`src/rtl/chr_bus_arbiter.sv`:
```
// CHR memory port arbiter: the PPU always owns the bus; an auxiliary requester gets idle gaps via req/ack with abort-and-retry.
// Optional stall statistics are built when CHR_ARB_STAT_EN is defined.
module chr_bus_arbiter #(
  parameter int ADDR_W    = 18,
  parameter int AUX_WAIT  = 2,
  parameter int PPU_GUARD = 1
) (
  input  logic              clk,
  input  logic              rst_n,
  input  logic              ppu_req,
  input  logic              ppu_we,
  input  logic [ADDR_W-1:0] ppu_addr,
  input  logic [7:0]        ppu_dati,
  input  logic              aux_req,
  input  logic              aux_we,
  input  logic [ADDR_W-1:0] aux_addr,
  input  logic [7:0]        aux_dati,
  output logic              aux_ack,
  output logic [7:0]        aux_dato,
  input  logic [7:0]        mem_din,
  output logic [ADDR_W-1:0] mem_addr,
  output logic [7:0]        mem_dato,
  output logic              mem_ce,
  output logic              mem_oe,
  output logic              mem_we,
  output logic [15:0]       aux_stall
);

  typedef enum logic [2:0] {IDLE, PPU, GUARD, AUX, DONE} state_t;

  localparam int CW = $clog2(AUX_WAIT) + 1;
  localparam int GW = $clog2(PPU_GUARD) + 1;
  localparam int GUARD_LAST_I = (PPU_GUARD > 0) ? PPU_GUARD - 1 : 0;
  localparam logic [CW-1:0] CNT_LAST   = CW'(AUX_WAIT - 1);
  localparam logic [GW-1:0] GUARD_LAST = GW'(GUARD_LAST_I);

  state_t        state, state_nx;
  logic [CW-1:0] cnt, cnt_nx;
  logic [GW-1:0] gcnt, gcnt_nx;
  logic          aux_done;

  always_ff @(posedge clk or negedge rst_n) begin
    if (!rst_n) begin
      state <= IDLE;
      cnt   <= '0;
      gcnt  <= '0;
    end else begin
      state <= state_nx;
      cnt   <= cnt_nx;
      gcnt  <= gcnt_nx;
    end
  end

  always_comb begin
    state_nx = state;
    cnt_nx   = cnt;
    gcnt_nx  = gcnt;
    aux_done = 1'b0;
    case (state)
      IDLE: begin
        if (ppu_req) begin
          state_nx = PPU;
        end else if (aux_req) begin
          state_nx = AUX;
          cnt_nx   = '0;
        end
      end
      PPU: begin
        if (!ppu_req) begin
          if (PPU_GUARD == 0) begin
            state_nx = IDLE;
          end else begin
            state_nx = GUARD;
            gcnt_nx  = '0;
          end
        end
      end
      GUARD: begin
        if (ppu_req) begin
          state_nx = PPU;
        end else if (gcnt == GUARD_LAST) begin
          state_nx = IDLE;
        end else begin
          gcnt_nx = gcnt + 1'b1;
        end
      end
      AUX: begin
        // A preempted access keeps aux_req pending and restarts from cnt=0 once the PPU leaves.
        if (ppu_req) begin
          state_nx = PPU;
          cnt_nx   = '0;
        end else if (!aux_req) begin
          state_nx = IDLE;
        end else if (cnt == CNT_LAST) begin
          state_nx = DONE;
          aux_done = 1'b1;
        end else begin
          cnt_nx = cnt + 1'b1;
        end
      end
      DONE: begin
        state_nx = IDLE;
      end
      default: begin
        state_nx = IDLE;
      end
    endcase
  end

  always_ff @(posedge clk or negedge rst_n) begin
    if (!rst_n) begin
      aux_dato <= '0;
    end else if (aux_done && !aux_we) begin
      aux_dato <= mem_din;
    end
  end

  assign aux_ack = (state == DONE);

  // The PPU overrides the bus combinationally, so an aborted aux write never reaches mem_we.
  always_comb begin
    mem_addr = ppu_addr;
    mem_dato = ppu_dati;
    mem_ce   = 1'b0;
    mem_oe   = 1'b0;
    mem_we   = 1'b0;
    if (ppu_req) begin
      mem_ce = 1'b1;
      mem_oe = !ppu_we;
      mem_we = ppu_we;
    end else if (state == AUX) begin
      mem_addr = aux_addr;
      mem_dato = aux_dati;
      mem_ce   = 1'b1;
      mem_oe   = !aux_we;
      mem_we   = aux_we && (cnt == CNT_LAST);
    end
  end

`ifdef CHR_ARB_STAT_EN
  logic [15:0] stall_q;

  always_ff @(posedge clk or negedge rst_n) begin
    if (!rst_n) begin
      stall_q <= '0;
    end else if (aux_req && (state != AUX) && (state != DONE) && (stall_q != 16'hFFFF)) begin
      stall_q <= stall_q + 16'd1;
    end
  end

  assign aux_stall = stall_q;
`else
  assign aux_stall = 16'h0000;
`endif

endmodule

```
`config.mk`:
```
export PLATFORM = sky130hd
export DESIGN_NAME = chr_bus_arbiter
export DESIGN_NICKNAME = d
export VERILOG_FILES = /design/src/rtl/chr_bus_arbiter.sv
export SDC_FILE = /design/constraint.sdc
export NUM_CORES = 1
export LEC_CHECK = 0
export ABC_AREA = 1
export CAP_MARGIN = 20
export CELL_PAD_IN_SITES_DETAIL_PLACEMENT = 1
export CELL_PAD_IN_SITES_GLOBAL_PLACEMENT = 2
export CORE_MARGIN = 3
export CORE_UTILIZATION = 14
export DETAILED_ROUTE_END_ITERATION = 8
export PLACE_DENSITY = 0.91
export SYNTH_ARGS = -nofsm -noshare
export SYNTH_HDL_FRONTEND = slang
export SYNTH_SLANG_ARGS = --single-unit
export TNS_END_PERCENT = 100
```
`constraint.sdc`:
```
create_clock -name clk -period 3.3 [get_ports clk]
set_input_delay 0.66 -clock clk [delete_from_list [all_inputs] [get_ports clk]]
set_output_delay 0.66 -clock clk [all_outputs]
set_load 0.01 [all_outputs]
```
== Word-level counts from Yosys, hierarchy flattened ==
Cells that the tools add are included.

* Word-level logic and storage cells: 63
* Bits in registers: 14
* Output and inout bits: 54

* Equality and inequality tests: 14
* Mux-type cells: 33
* Reductions and logical operators: 10
* Add/subtract/negate cells: 2

{| class="wikitable"
|+ Operators by type and width
! operator !! count
|-
| $mux 18 || 2
|-
| $mux 3 || 8
|-
| $mux 8 || 2
|-
| $mux 1 || 13
|-
| $ne 3x3->1 const B || 4
|-
| $pmux 3 s4 || 1
|-
| $mux 2 || 5
|-
| $ne 2x2->1 const B || 4
|-
| $eq 3x2->1 const B || 2
|-
| $reduce_and 5->1 || 1
|-
| $ne 4x4->1 const B || 1
|-
| $pmux 2 s2 || 1
|-
| $reduce_and 4->1 || 1
|-
| $reduce_bool 2->1 || 2
|-
| $eq 3x1->1 const B || 1
|-
| $eq 3x3->1 const B || 1
|-
| $logic_not 3->1 || 1
|-
| $reduce_and 3->1 || 1
|-
| $add 2x1->2 const B || 1
|-
| $eq 2x1->1 const B || 1
|-
| $logic_and 1x1->1 || 2
|-
| $logic_not 1->1 || 2
|-
| $pmux 1 s2 || 1
|-
| $add 1x1->1 const B || 1
|}

== Depth between registers and ports, before layout ==
Gate-level depths: netlist of run 1.

* Depth in word-level cells: 6
* Mapped depth: 8
* Depth with buffers taken out: 8

== Worst setup path after synthesis of run 1 ==
No wires, ideal clock.

* Path type: register to output
* Start point: reg state[2]
* End point: out mem_addr[10]
* Path slack: 1,497 ps
* Data required time: 2,640 ps
* Stages on the path, launching flop included: 8
* Data arrival time: 1,143 ps
* Cells stage by stage: dfrtp_1 > inv_2 > nand3_4 > nor2_8 > inv_4 > buf_6 > nand2_1 > nand2_1

* Cells in the longest elaborated chain, start to end: 3

{| class="wikitable"
|+ RTL lines
! what !! RTL line !! source
|-
| start, declared || 37 || <nowiki>state_t state, state_nx;</nowiki>
|-
| start signal, assigned || 48 || <nowiki>state <= state_nx;</nowiki>
|-
| $eq 3x2->1 || 131 || <nowiki>end else if (state == AUX) begin</nowiki>
|-
| $mux 18 || 131 ||
|-
| $mux 18 || 127 || <nowiki>if (ppu_req) begin</nowiki>
|-
| end, declared || 21 || <nowiki>output logic [ADDR_W-1:0] mem_addr,</nowiki>
|}

Every way passes these cells.

== Final worst setup path of run 1 ==
* Start point: in ppu_req
* End point: out mem_addr[8]

* Cells in the longest elaborated chain, start to end: 1

{| class="wikitable"
|+ RTL lines
! what !! RTL line !! source
|-
| start, declared || 10 || <nowiki>input logic ppu_req,</nowiki>
|-
| $mux 18 || 127 ||
|}

Every way passes these cells.

==> impl_metrics.csv, run 1 <==
group,metric,value,unit
clocking,cts_resized,0,
floorplan,dieArea,10100,µm²
global_route,grt_usage,9.04,%
global_route,grt_start_max_net_pins,28,
clocking,clockBufferDepth,2,
worst_setup_path,startpoint_type,"input port",
worst_setup_path,cp-end-kind,"primary output",
yosys,syn_inst,191,
placed_design,numPortBuffers,103,
power,p_switching,0.439,mW
clocking,ctsHoldBuffers,0,
timing,relSlewSlack,56.2,%
timing,finClkSkew,5.70,ps
routing,antenna_left,0,
global_route,grt_util_met3,1.60,%
routing,drcViolationCount,0,
timing,fin_crit,3040,ps
global_route,antenna_found_initial,0,
yosys,synth.most_common_cell,"nand2_1",
timing,setup_viol,0,
power,pwr-share-seq,24.7,%
routing,vias,1516,
yosys,synth_top_area_cell,"nand2_1",
timing,fmax,329,MHz
placed_design,dpl_cell_area,2300,µm²
yosys,ys_async_sr_fraction,100,%
clocking,h-tree-depth,1,
clocking,clockRootBuffer,"clkbuf_8",
floorplan,die_height,100,µm
global_route,grt_pass1_wl,7510,µm
routing,avgViaCountPerCell,3.81,
yosys,yosys-top-cells-count,"nand2_1, buf_4, inv_1",
floorplan,rows,33,
routing,wl_per_cell,11.9,µm
yosys,synth.avg_cell_area,6.52,µm²
global_route,grt_pass1_vias,1560,
floorplan,pin_count,120,
worst_hold_path,hold_path_class,"flip-flop to flip-flop",
yosys,ys_ff_latch,13,
layout,final_cell_area,2350,µm²
global_route,met1_usage,11.8,%
yosys,synthFlopType,"dfrtp_1",
layout,drive_gt1_share,8.87,%
clocking,clk_pin_slew_worst_paths,60,ps
placed_design,place_hpwl,3910,µm
clocking,cts_buffers,3,
clocking,cts_tree,"yes",
routing,drt_iter0_markers,14,
layout,fillers,1060,
worst_setup_path,required,2640,ps
global_route,grtUsageMet2,16.0,%
yosys,ys_types,25,
power,internal_power,0.639,mW
power,power.leakage,1.11,nW
power,switching_share,40.7,%
worst_setup_path,arrival,2380,ps
placed_design,gp_congestion,0.765,
timing,hold_violations,0,
layout,area_delta_synth_final,88.3,%
floorplan,initial_core_util,14.8,%
power,power.total,1.08,mW
timing,drv_slew,0,
worst_setup_path,worstSetupPathType,"input port to primary output",
power,powerDensity,460,nW/µm²
power,power_frac_comb,61.9,%
job,drv_cap,0,
yosys,synth_seq_area_share,26.1,%
timing,period_share,92.1,%
routing,drt_first_pass_iters,4,
timing,fin_tns_setup,0,ps
clocking,worstSkewPairLatency,240,ps
timing,worst_slew_pin_slew,654,ps
yosys,ys_warn_count,0,
worst_setup_path,path_max_fanout,15,
timing,rsz0062_at_grt,"false",
yosys,synthTopCellsByArea,"nand2_1, dfrtp_1, buf_4",
clocking,clock-sinks,13,
routing,drt_wl_total,4730,µm
yosys,synth_edf_count,0,
power,peakVddDrop,0.000228,V
status,status,"complete, no violations",
global_route,grt-busiest-layer,"met2",
power,p_clk_share,13.4,%
yosys,syn-cell-area,1250,µm²
global_route,grt-ovfl-total,0,
layout,diodes,0,
yosys,yosysTopAreaCellShare,28.9,%
layout,num-nets-final,361,
floorplan,die_w,100,µm
clocking,post_cts_buffers,0,
floorplan,core,8420,µm²
## metrics by stage
stage,cells,setup slack [ps],util [%],hold slack [ps]
CTS,398,250,27.9,475
global route,398,149,27.9,524
floorplan,206,1500,-,364
detailed placement,394,263,27.3,461
finish,398,260,27.9,471
global placement,394,268,27.3,459
## routing by layer
layer | vias to the layer above | part of all wire, %
li1 | 762 | -
met2 | 69 | 48
met3 | 0 | 8.2
met1 | 685 | 44
met4 | 0 | 0
met5 | - | 0
## state kept, by name (all words and copies together) (netlist names)
| register | flops |
|---|---|
| state | 3 |
| cnt | 2 |
| aux_dato | 8 |
## critical path: stages
cell and delay (ps):
clkdlybuf4s50_1 510, nor2_8 270, buf_4 240, nand2_1 80, nand2_1 70, clkdlybuf4s50_1 540
## power by group through the flow
stage / logic [mW] / registers (mW) / clock network, mW
CTS: 0.682 / 0.268 / 0.155
global route: 0.742 / 0.277 / 0.161
floorplan: 0.342 / 0.272 / 0
detailed placement: 0.678 / 0.269 / 0
global placement: 0.660 / 0.265 / 0
finish: 0.668 / 0.267 / 0.145
## placed cells by master, fill, tap and decap left out
cell type / Yosys / routed
clkbuf_8: 0 / 3
buf_4: 18 / 2
o211ai_1: 1 / 1
nand3_4: 1 / 1
or2_2: 2 / 2
o21ai_2: 8 / 8
clkdlybuf4s50_1: 0 / 103
nand2_2: 3 / 3
inv_2: 1 / 1
clkinv_2: 0 / 1
nor3_2: 1 / 1
nor2_8: 1 / 1
a21oi_1: 1 / 1
inv_4: 1 / 1
nand2_1: 96 / 96
conb_1: 1 / 16
ha_1: 1 / 1
nand4_4: 1 / 1
o21ai_1: 1 / 1
inv_1: 14 / 14
nand3_1: 8 / 8
nor2_1: 6 / 6
nor2_4: 1 / 1
o21ai_0: 2 / 2
dfrtp_1: 13 / 13
nor3_1: 1 / 1
nand4_1: 4 / 4
## final timing paths
path | startpoint | end | slack (ps) | cells past startpoint
min in group asynchronous | rst_n | aux_dato[3] | 820 | 1
max | ppu_req | mem_addr[8] | 260 | 6
min reg2reg | cnt[1] | cnt[1] | 470 | 2
max reg2reg | cnt[0] | cnt[1] | 1880 | 7
max in group asynchronous | rst_n | cnt[0] | 2060 | 1
min | cnt[1] | cnt[1] | 470 | 2
## layout make-up
class                      count  area [µm²]  share of cell area [%]
clock inverter                 1        5.00                   0.213
tap                          105         131                    5.60
sequential                    13         325                    13.9
inverter                      16        62.6                    2.67
clock buffer                   3        41.3                    1.76
timing repair buffer         105        1050                    44.6
multi-input combinational    155         734                    31.3
## cell families (layout without fill, tap and decap cells)
group | Yosys count | count (layout) | share of synthesized area, %
adder cells (fa/ha/maj) | 1 | 1 | 1.00
other | 1 | 16 | 0.301
flip-flops | 13 | 13 | 26.1
buffers and inverters | 38 | 125 | 19.5
AO/OA/AOI/OAI | 13 | 13 | 7.83
AND/OR/NAND/NOR | 125 | 125 | 45.3
Power figures use the tool's default switching activity.
==> run 2: changes to the inputs <==
Settings changed: CORE_ASPECT_RATIO set to 0.8.
==> impl_metrics.csv, run 2 (synthesized netlist as in run 1, its figures left out) <==
group,metric,value,unit
timing,finClkSkew,1.04,ps
floorplan,pin_count,120,
routing,drt_iter0_markers,18,
layout,area_delta_synth_final,88.9,%
routing,vias,1516,
timing,timing.final.ws_setup,287,ps
layout,drive_gt1_share,8.53,%
routing,drt_first_pass_iters,4,
timing,drv_slew,0,
clocking,cts_tree,"yes",
floorplan,core,8560,µm²
clocking,post_cts_buffers,0,
timing,relSlewSlack,58.7,%
timing,rsz0062_at_grt,"false",
power,internal_power,0.641,mW
layout,fillers,1062,
layout,mostFrequentLayoutCell,"clkdlybuf4s50_1",
timing,fin_tns_setup,0,ps
worst_setup_path,worstSetupPathType,"input port to primary output",
placed_design,numPortBuffers,103,
timing,fmax,332,MHz
job,drv_cap,0,
clocking,clock-sinks,13,
layout,diodes,0,
worst_setup_path,path_max_fanout,16,
worst_hold_path,hold_path_class,"flip-flop to flip-flop",
global_route,grt-ovfl-total,0,
floorplan,rows,30,
power,pwr-share-seq,24.5,%
routing,drcViolationCount,0,
power,p_clk_share,13.2,%
global_route,grt_pass1_wl,7430,µm
clocking,clockRootBuffer,"clkbuf_8",
timing,fin_crit,3010,ps
placed_design,place_ws,255,ps
global_route,grt_pass1_vias,1554,
floorplan,die_height,90.4,µm
timing,setup_viol,0,
clocking,h-tree-depth,1,
placed_design,place_hpwl,3970,µm
timing,hold_violations,0,
clocking,cts_buffers,3,
power,power.total,1.07,mW
clocking,clk_pin_slew_worst_paths,50,ps
layout,num-nets-final,361,
worst_setup_path,startpoint_type,"input port",
timing,period_share,91.3,%
power,switching_share,40.0,%
worst_setup_path,arrival,2350,ps
power,power_frac_comb,62.3,%
layout,top_regs,"aux_dato x8, state x3, cnt x2",
floorplan,initial_core_util,14.6,%
clocking,ctsHoldBuffers,0,
worst_hold_path,hold_depth,2,
layout,layout_common_cells,"clkdlybuf4s50_1, nand2_1, conb_1, inv_1, dfrtp_1",
layout,largest_register,"aux_dato",
routing,drt_wl_total,4620,µm
global_route,antenna_found_initial,0,
global_route,grt_usage,8.83,%
power,power.leakage,1.11,nW
power,powerDensity,454,nW/µm²
power,peakVddDrop,0.000124,V
routing,antenna_left,0,
global_route,grt_start_max_net_pins,28,
worst_setup_path,cp-end-kind,"primary output",
placed_design,gp_congestion,0.732,
worst_setup_path,required,2640,ps
timing,hold_ws,480,ps
status,status,"complete, no violations",
clocking,worstSkewPairLatency,240,ps
layout,largest_register_ffs,8,
clocking,clockBufferDepth,2,
routing,avgViaCountPerCell,3.74,
floorplan,dieArea,10100,µm²
clocking,cts_resized,0,
floorplan,die_w,111,µm
timing,worst_slew_pin_slew,617,ps
worst_setup_path,r2r_cells,5,
power,p_switching,0.427,mW
routing,wl_per_cell,11.4,µm
## run 2: worst paths after layout
path                       slack, ps      endpoint      from
max in group asynchronous       2090        cnt[1]     rst_n
min                              480        cnt[1]    cnt[1]
min in group asynchronous        810   aux_dato[5]     rst_n
max reg2reg                     1890   aux_dato[5]  state[0]
min reg2reg                      480        cnt[1]    cnt[1]
max                              290  mem_addr[11]   ppu_req
## run 2: worst max-delay path, cell delays in order
cell,delay (ps)
clkdlybuf4s50_1,510
nor2_8,240
buf_4,240
nand2_1,80
nand2_1,70
clkdlybuf4s50_1,540
## run 2: routing by layer
metal	share of wire, %	vias to the layer above	track usage [%]
li1	-	763	-
met1	39	707	9.52
met2	55	42	17.3
met3	4.7	4	2.08
met4	1.0	0	1.93
met5	0	-	0
## run 2: layout make-up
type	instances	area [µm²]	share of cell area, %
repair buffers	105	1050	44.4
multi-input cells	155	734	31.2
flip-flops and latches	13	325	13.8
well taps	112	140	5.95
inverters	16	62.6	2.66
clock buffers	4	45.0	1.91
## run 2: power by group through the flow
stage	clock, mW	sequential [mW]	combinational (mW)
5_1_grt	0.159	0.271	0.734
4_1_cts	0.148	0.263	0.680
3_5_place_dp	0	0.266	0.677
2_1_floorplan	0	0.272	0.342
3_3_place_gp	0	0.262	0.663
6_report	0.140	0.262	0.665
## run 2: metrics by stage
stage | util [%] | instance area [µm²] | instances
CTS | 27.5 | 2350 | 405
detailed placement | 27.0 | 2310 | 401
floorplan | - | 1300 | 206
finish | 27.5 | 2350 | 405
global route | 27.5 | 2350 | 405
global placement | 27.0 | 2310 | 401
